===== src/rtl/seven_segment_pkg.sv =====
// Shared seven-segment constants: segment bit positions, digit patterns
// (active-high, bit0=a .. bit6=g) and the BCD-to-pattern lookup.
package seven_segment_pkg;

    typedef logic [6:0] seg_t;

    localparam int SEG_A = 0;
    localparam int SEG_B = 1;
    localparam int SEG_C = 2;
    localparam int SEG_D = 3;
    localparam int SEG_E = 4;
    localparam int SEG_F = 5;
    localparam int SEG_G = 6;

    localparam seg_t SEG_ALL   = seg_t'((1 << SEG_A) | (1 << SEG_B) | (1 << SEG_C) | (1 << SEG_D)
                                      | (1 << SEG_E) | (1 << SEG_F) | (1 << SEG_G));
    localparam seg_t SEG_BLANK = 7'h00;
    localparam seg_t SEG_0     = 7'h3F;
    localparam seg_t SEG_1     = 7'h06;
    localparam seg_t SEG_2     = 7'h5B;
    localparam seg_t SEG_3     = 7'h4F;
    localparam seg_t SEG_4     = 7'h66;
    localparam seg_t SEG_5     = 7'h6D;
    localparam seg_t SEG_6     = 7'h7C;
    localparam seg_t SEG_7     = 7'h07;
    localparam seg_t SEG_8     = SEG_ALL;
    localparam seg_t SEG_9     = 7'h67;

    // Non-BCD codes (10..15) are shown dark rather than as hex glyphs.
    function automatic seg_t bcd_to_seg(input logic [3:0] nibble);
        seg_t pattern;
        case (nibble)
            4'd0:    pattern = SEG_0;
            4'd1:    pattern = SEG_1;
            4'd2:    pattern = SEG_2;
            4'd3:    pattern = SEG_3;
            4'd4:    pattern = SEG_4;
            4'd5:    pattern = SEG_5;
            4'd6:    pattern = SEG_6;
            4'd7:    pattern = SEG_7;
            4'd8:    pattern = SEG_8;
            4'd9:    pattern = SEG_9;
            default: pattern = SEG_BLANK;
        endcase
        return pattern;
    endfunction

endpackage


===== src/rtl/seven_segment_mux_if.sv =====
// Bundle between the scan logic and the nibble decoder: selected nibble and
// blank request in, active-high segment pattern out.
interface seven_segment_mux_if;
    import seven_segment_pkg::*;

    logic [3:0] nibble;
    logic       blank;
    seg_t       pattern;

    modport master (output nibble, output blank, input pattern);
    modport slave  (input nibble, input blank, output pattern);

endinterface


===== src/rtl/seven_segment_mux_decoder.sv =====
// Combinational nibble decoder; a blank request overrides the BCD value.
module seg7_decoder
    import seven_segment_pkg::*;
(
    seven_segment_mux_if.slave bus
);

    assign bus.pattern = bus.blank ? SEG_BLANK : bcd_to_seg(bus.nibble);

endmodule


===== src/rtl/seven_segment_mux.sv =====
// Time-multiplexed seven-segment driver: snapshots BCD digits, scans them one
// at a time with optional leading-zero blanking and output polarity inversion.
module seven_segment_mux
    import seven_segment_pkg::*;
#(
    parameter int NUM_DIGITS    = 4,
    parameter int REFRESH_DIV   = 1,
    parameter int BLANK_LEADING = 1
) (
    input  logic                    clk,
    input  logic                    reset,
    input  logic                    load,
    input  logic [4*NUM_DIGITS-1:0] digits_in,
    input  logic                    invert,
    output logic [6:0]              segments,
    output logic [NUM_DIGITS-1:0]   digit_sel,
    output logic                    frame_start
);

    localparam int IDX_W = $clog2(NUM_DIGITS);
    localparam int PRE_W = (REFRESH_DIV > 1) ? $clog2(REFRESH_DIV) : 1;
    localparam logic [IDX_W-1:0] IDX_LAST = IDX_W'(NUM_DIGITS - 1);
    localparam logic [PRE_W-1:0] PRE_LAST = PRE_W'(REFRESH_DIV - 1);

    logic [4*NUM_DIGITS-1:0] snap_q, snap_d;
    logic [PRE_W-1:0]        presc_q, presc_d;
    logic [IDX_W-1:0]        idx_q, idx_d;
    seg_t                    seg_q, seg_d;
    logic [NUM_DIGITS-1:0]   sel_q, sel_d;
    logic                    fs_q, fs_d;
    logic                    tick;

    logic [3:0]              nib [NUM_DIGITS];
    logic [NUM_DIGITS:1]     zero_above;
    logic [NUM_DIGITS-1:0]   blank_vec;

    // zero_above[k]: snapshot nibbles k..NUM_DIGITS-1 are all zero.
    assign zero_above[NUM_DIGITS] = 1'b1;
    assign blank_vec[0]           = 1'b0;
    assign nib[0]                 = snap_q[3:0];

    for (genvar gi = 1; gi < NUM_DIGITS; gi++) begin : g_digit
        assign nib[gi]        = snap_q[4*gi +: 4];
        assign zero_above[gi] = (nib[gi] == 4'd0) && zero_above[gi+1];
        assign blank_vec[gi]  = (BLANK_LEADING != 0) && zero_above[gi];
    end

    seven_segment_mux_if dec_bus ();

    assign dec_bus.nibble = nib[idx_q];
    assign dec_bus.blank  = blank_vec[idx_q];

    seg7_decoder u_decoder (
        .bus (dec_bus.slave)
    );

    always_comb begin
        snap_d  = load ? digits_in : snap_q;
        tick    = (presc_q == PRE_LAST);
        presc_d = tick ? '0 : presc_q + 1'b1;
        idx_d   = idx_q;
        if (tick) begin
            idx_d = (idx_q == IDX_LAST) ? '0 : idx_q + 1'b1;
        end
        sel_d = {{(NUM_DIGITS-1){1'b0}}, 1'b1} << idx_q;
        seg_d = dec_bus.pattern ^ (invert ? SEG_ALL : SEG_BLANK);
        // Entering digit 0 from anything else: a wrap or the first cycle out of reset.
        fs_d  = (idx_q == '0) && !sel_q[0];
    end

    always_ff @(posedge clk) begin
        if (reset) begin
            snap_q  <= '0;
            presc_q <= '0;
            idx_q   <= '0;
            seg_q   <= SEG_BLANK;
            sel_q   <= '0;
            fs_q    <= 1'b0;
        end else begin
            snap_q  <= snap_d;
            presc_q <= presc_d;
            idx_q   <= idx_d;
            seg_q   <= seg_d;
            sel_q   <= sel_d;
            fs_q    <= fs_d;
        end
    end

    assign segments    = seg_q;
    assign digit_sel   = sel_q;
    assign frame_start = fs_q;

endmodule

===== config.mk =====
export PLATFORM = sky130hd
export DESIGN_NAME = seven_segment_mux
export DESIGN_NICKNAME = d
export VERILOG_FILES = /design/src/rtl/seven_segment_pkg.sv /design/src/rtl/seven_segment_mux_if.sv /design/src/rtl/seven_segment_mux_decoder.sv /design/src/rtl/seven_segment_mux.sv
export SDC_FILE = /design/constraint.sdc
export NUM_CORES = 1
export LEC_CHECK = 0
export ABC_AREA = 1
export ABC_CLOCK_PERIOD_IN_PS = 2100
export CAP_MARGIN = 25
export CORE_MARGIN = 3
export CORE_UTILIZATION = 50
export CTS_CLUSTER_SIZE = 14
export DETAILED_ROUTE_END_ITERATION = 8
export PLACE_DENSITY = 0.75
export SETUP_SLACK_MARGIN = 0.4
export SYNTH_ARGS = -nofsm -noshare
export SYNTH_HDL_FRONTEND = slang
export SYNTH_SLANG_ARGS = --single-unit

===== constraint.sdc =====
create_clock -name clk -period 2.1 [get_ports clk]
set_clock_uncertainty 0.1 [all_clocks]
set_input_delay 0.21 -clock clk [delete_from_list [all_inputs] [get_ports clk]]
set_output_delay 0.21 -clock clk [all_outputs]
set_load 0.02 [all_outputs]

==> Implementation_results.wiki <==
{| class="wikitable"
! Metric !! Value
|-
| Run status || completed
|-
| Post-Synthesis Net Count || 241
|-
| Largest vdd supply drop || 0.000494 V
|-
| R2r setup slk || 0.42 ns
|-
| Die height || 62.1 microns
|-
| Number of slew-limit violations in the final report || 0
|-
| Hold violation total from the final report || 0
|-
| TritonCTS clock tree || built
|-
| Post-synthesis average cell area || 7.32 sq um
|-
| Critical path startpoint category || register
|-
| Critical Path End Type || register
|-
| Sequential element share of the synthesized area || 0.395
|-
| Fraction of final layout cells with drive strength greater than 1 || 0.262
|-
| Maximum cell stage delay along the critical path || 0.38 ns
|-
| Number of optimization iterations in the first detailed-route pass || 5
|-
| Root buffer cell || sky130_fd_sc_hd__clkbuf_4
|-
| Period utilization || 0.800
|-
| Maximum capacitance violations || 0
|-
| Effective utilization at floorplan || 0.547
|-
| Clock latency of the later-clocked register in the worst-skew pair || around 0.34 ns
|-
| Number of nets in the finished design || 286
|-
| Area enclosed by the die boundary || slightly below 4000 sq um
|-
| Placed Instance Area || approximately 1900 sq um
|-
| RR Startpoint || idx_q[1]
|-
| Antenna violation net count after detailed routing || 0
|-
| Total track usage || 0.211
|-
| Min setup slack post-route || 0.419 ns
|-
| Total number of vias || 1,587
|-
| Congestion Overflow GR || 0
|-
| Average via count per standard cell || approximately 5.3
|-
| Floorplan row count || 19
|-
| Antenna violations before repair || 0
|-
| I/O pin count || 32
|-
| Largest net degree at the start of global routing || 25
|-
| Total routed wirelength || 3.90 mm
|-
| Sequence of cells on the critical path || buf_12 > buf_4 > nand3_2 > nand2_1 > a21oi_4 > buf_12 > nand3_2 > nand3_2 > nand2_1 > inv_1 > nor2_1
|-
| Final-report setup violation count || 0
|-
| Register bit count reported by yosys || 31
|-
| Total standard cell area after synthesis || 1570 sq um
|-
| Buffers and inverters on the worst path || 4
|-
| Max Buffers Root-to-Sink || 2
|-
| Final total power || 1560 uW
|-
| DIE WIDTH || a little over 60 microns
|-
| Synth-to-layout area growth || 38.1%
|-
| Slowest library cell on the worst path || sky130_fd_sc_hd__dfxtp_4
|-
| First-pass GRT wire length || 5.86 mm
|-
| Number of global-route vias before repair || 1,371
|-
| Port buffer count || 31
|-
| Pwr dens || 719 nW/um^2
|-
| Gate family responsible for the most delay along the worst path || buffers and inverters
|-
| Static leakage power || 0.00101 uW
|-
| Data arrival at the endpoint of the critical path || approximately 1.8 ns
|-
| Most repeated library cell on the critical path || sky130_fd_sc_hd__nand3_2
|-
| Setup repair after global routing missed its margin || true
|-
| Pre-CTS WS || approximately 0.12 ns
|-
| Gate count after technology mapping || 215
|-
| Yosys synthesis warning count || 0
|-
| Clk sink count || 31
|-
| Hold Crit Class || register to register
|-
| Crit path launch || idx_q[1]
|-
| Highest fanout seen on the critical path || 5
|-
| Number of DRC violations after detailed routing || 0
|-
| Ant. Diodes || 0
|-
| RePlAce Congestion || 0.907
|-
| Clock transition at the register clock pins on the worst setup and hold paths after CTS || 0.09 ns
|-
| WL/cell || approximately 13 microns
|-
| Hold Path Origin || digit_sel[0]
|-
| Number of H-tree branching levels || 2
|-
| Final worst path period need || 1.68 ns
|-
| TritonCTS buffer count || 5
|-
| Number of different library cells in the post-synthesis netlist || 25
|-
| Total non-filler cell area in the finished layout || 2170 sq um
|-
| Required time of the worst setup path || 2.24 ns
|-
| Post-DP HPWL || between 2 and 3 mm
|-
| Placeable core area || 2880 sq um
|-
| DRT iter0 DRCs || 96
|-
| Final setup TNS || 0 ns
|-
| Timing-limited maximum frequency || a little under 0.6 GHz
|-
| Worst Setup Path Type || register to register
|-
| Post-Route Hold Slack || 0.321 ns
|}
[area by class of cell]
cell class                 count  area (sq um)
multi-input combinational    156           901
fill                         219           704
sequential                    31           628
timing repair buffer          46           452
inverter                      20          82.6
tap                           42          52.6
clock buffer                   6          51.3
clock inverter                 1          5.00
[final timing paths]
path	endpoint	cells past startpoint
worst min register to register	frame_start	1
worst max register to register	segments[0]	11
worst max-delay path	segments[0]	11
worst min-delay path	frame_start	1
[where the power goes]
| group | switching [uW] | internal, uW |
|---|---|---|
| clock | 200 | 155 |
| sequential | 29.3 | 641 |
| combinational | 297 | 239 |
| total | 527 | 1040 |
[per-stage QoR]
| step | utilization | instances |
|---|---|---|
| after detailed placement | 0.671 | 286 |
| after global routing | 0.755 | 302 |
| after CTS | 0.701 | 295 |
| final | 0.755 | 302 |
| after global placement | 0.671 | 286 |
| after floorplan | - | 215 |
[Yosys cell counts]
library cell,n,area share
sky130_fd_sc_hd__ha_1,6,0.048
sky130_fd_sc_hd__a21oi_1,14,0.045
sky130_fd_sc_hd__buf_1,1,0.0024
sky130_fd_sc_hd__a21oi_4,1,0.010
sky130_fd_sc_hd__conb_1,1,0.0024
sky130_fd_sc_hd__buf_2,1,0.0032
sky130_fd_sc_hd__nand2_1,36,0.086
sky130_fd_sc_hd__nand4_1,2,0.0080
sky130_fd_sc_hd__nor2_1,35,0.084
sky130_fd_sc_hd__nor2_2,2,0.0080
sky130_fd_sc_hd__nand3_1,19,0.060
sky130_fd_sc_hd__nand2_4,2,0.014
sky130_fd_sc_hd__clkbuf_1,3,0.0072
sky130_fd_sc_hd__buf_6,3,0.021
sky130_fd_sc_hd__nand3_2,6,0.038
sky130_fd_sc_hd__nor2_4,2,0.014
sky130_fd_sc_hd__o21ai_0,18,0.057
sky130_fd_sc_hd__inv_4,1,0.0040
sky130_fd_sc_hd__a21oi_2,1,0.0056
sky130_fd_sc_hd__inv_2,3,0.0072
sky130_fd_sc_hd__inv_1,16,0.038
sky130_fd_sc_hd__dfxtp_1,31,0.39
sky130_fd_sc_hd__nor3_1,4,0.013
sky130_fd_sc_hd__nand3b_1,1,0.0048
sky130_fd_sc_hd__nand2_2,6,0.024
[cell usage in the layout (no fill, tap or decap), drive strengths merged]
| cell | count |
|---|---|
| a21oi | 16 |
| buf | 15 |
| clkbuf | 6 |
| clkdlybuf4s50 | 31 |
| clkinv | 1 |
| conb | 1 |
| dfxtp | 31 |
| ha | 6 |
| inv | 20 |
| nand2 | 44 |
| nand3 | 25 |
| nand3b | 1 |
| nand4 | 2 |
| nor2 | 39 |
| nor3 | 4 |
| o21ai | 18 |
[routing by layer]
metal,up-vias,wire [microns],GRT usage
met5,-,0,0
met4,0,72,0.0909
met3,8,230,0.0723
met2,60,2000,0.358
met1,737,1600,0.238
li1,782,-,-
[registers in the layout, indices dropped and copies added (netlist names)]
| register | count |
|---|---|
| snap_q | 16 |
| frame_start | 1 |
| idx_q | 2 |
| digit_sel | 4 |
| presc_q | 1 |
| segments | 7 |
[cell families (layout without fill, tap and decap cells)]
logic type / Yosys count / count (layout) / share of synthesized area
flip-flops: 31 / 31 / 0.395
AO/OA/AOI/OAI: 34 / 34 / 0.118
other: 1 / 1 / 0.00238
AND/OR/NAND/NOR: 115 / 115 / 0.354
adder cells (fa/ha/maj): 6 / 6 / 0.0477
buffers and inverters: 28 / 73 / 0.0835
[timing repair]
action / 4_1_cts / 5_1_grt
buffers inserted: 2 / 7
pin swaps: 3 / 7
resized for setup: 7 / 23
endpoints found under the setup margin: 7 / 7
endpoints found under the hold margin: 0 / 0
gates cloned: 0 / 0
hold buffers: 0 / 0
No activity file was read; power rests on OpenSTA's default activity.
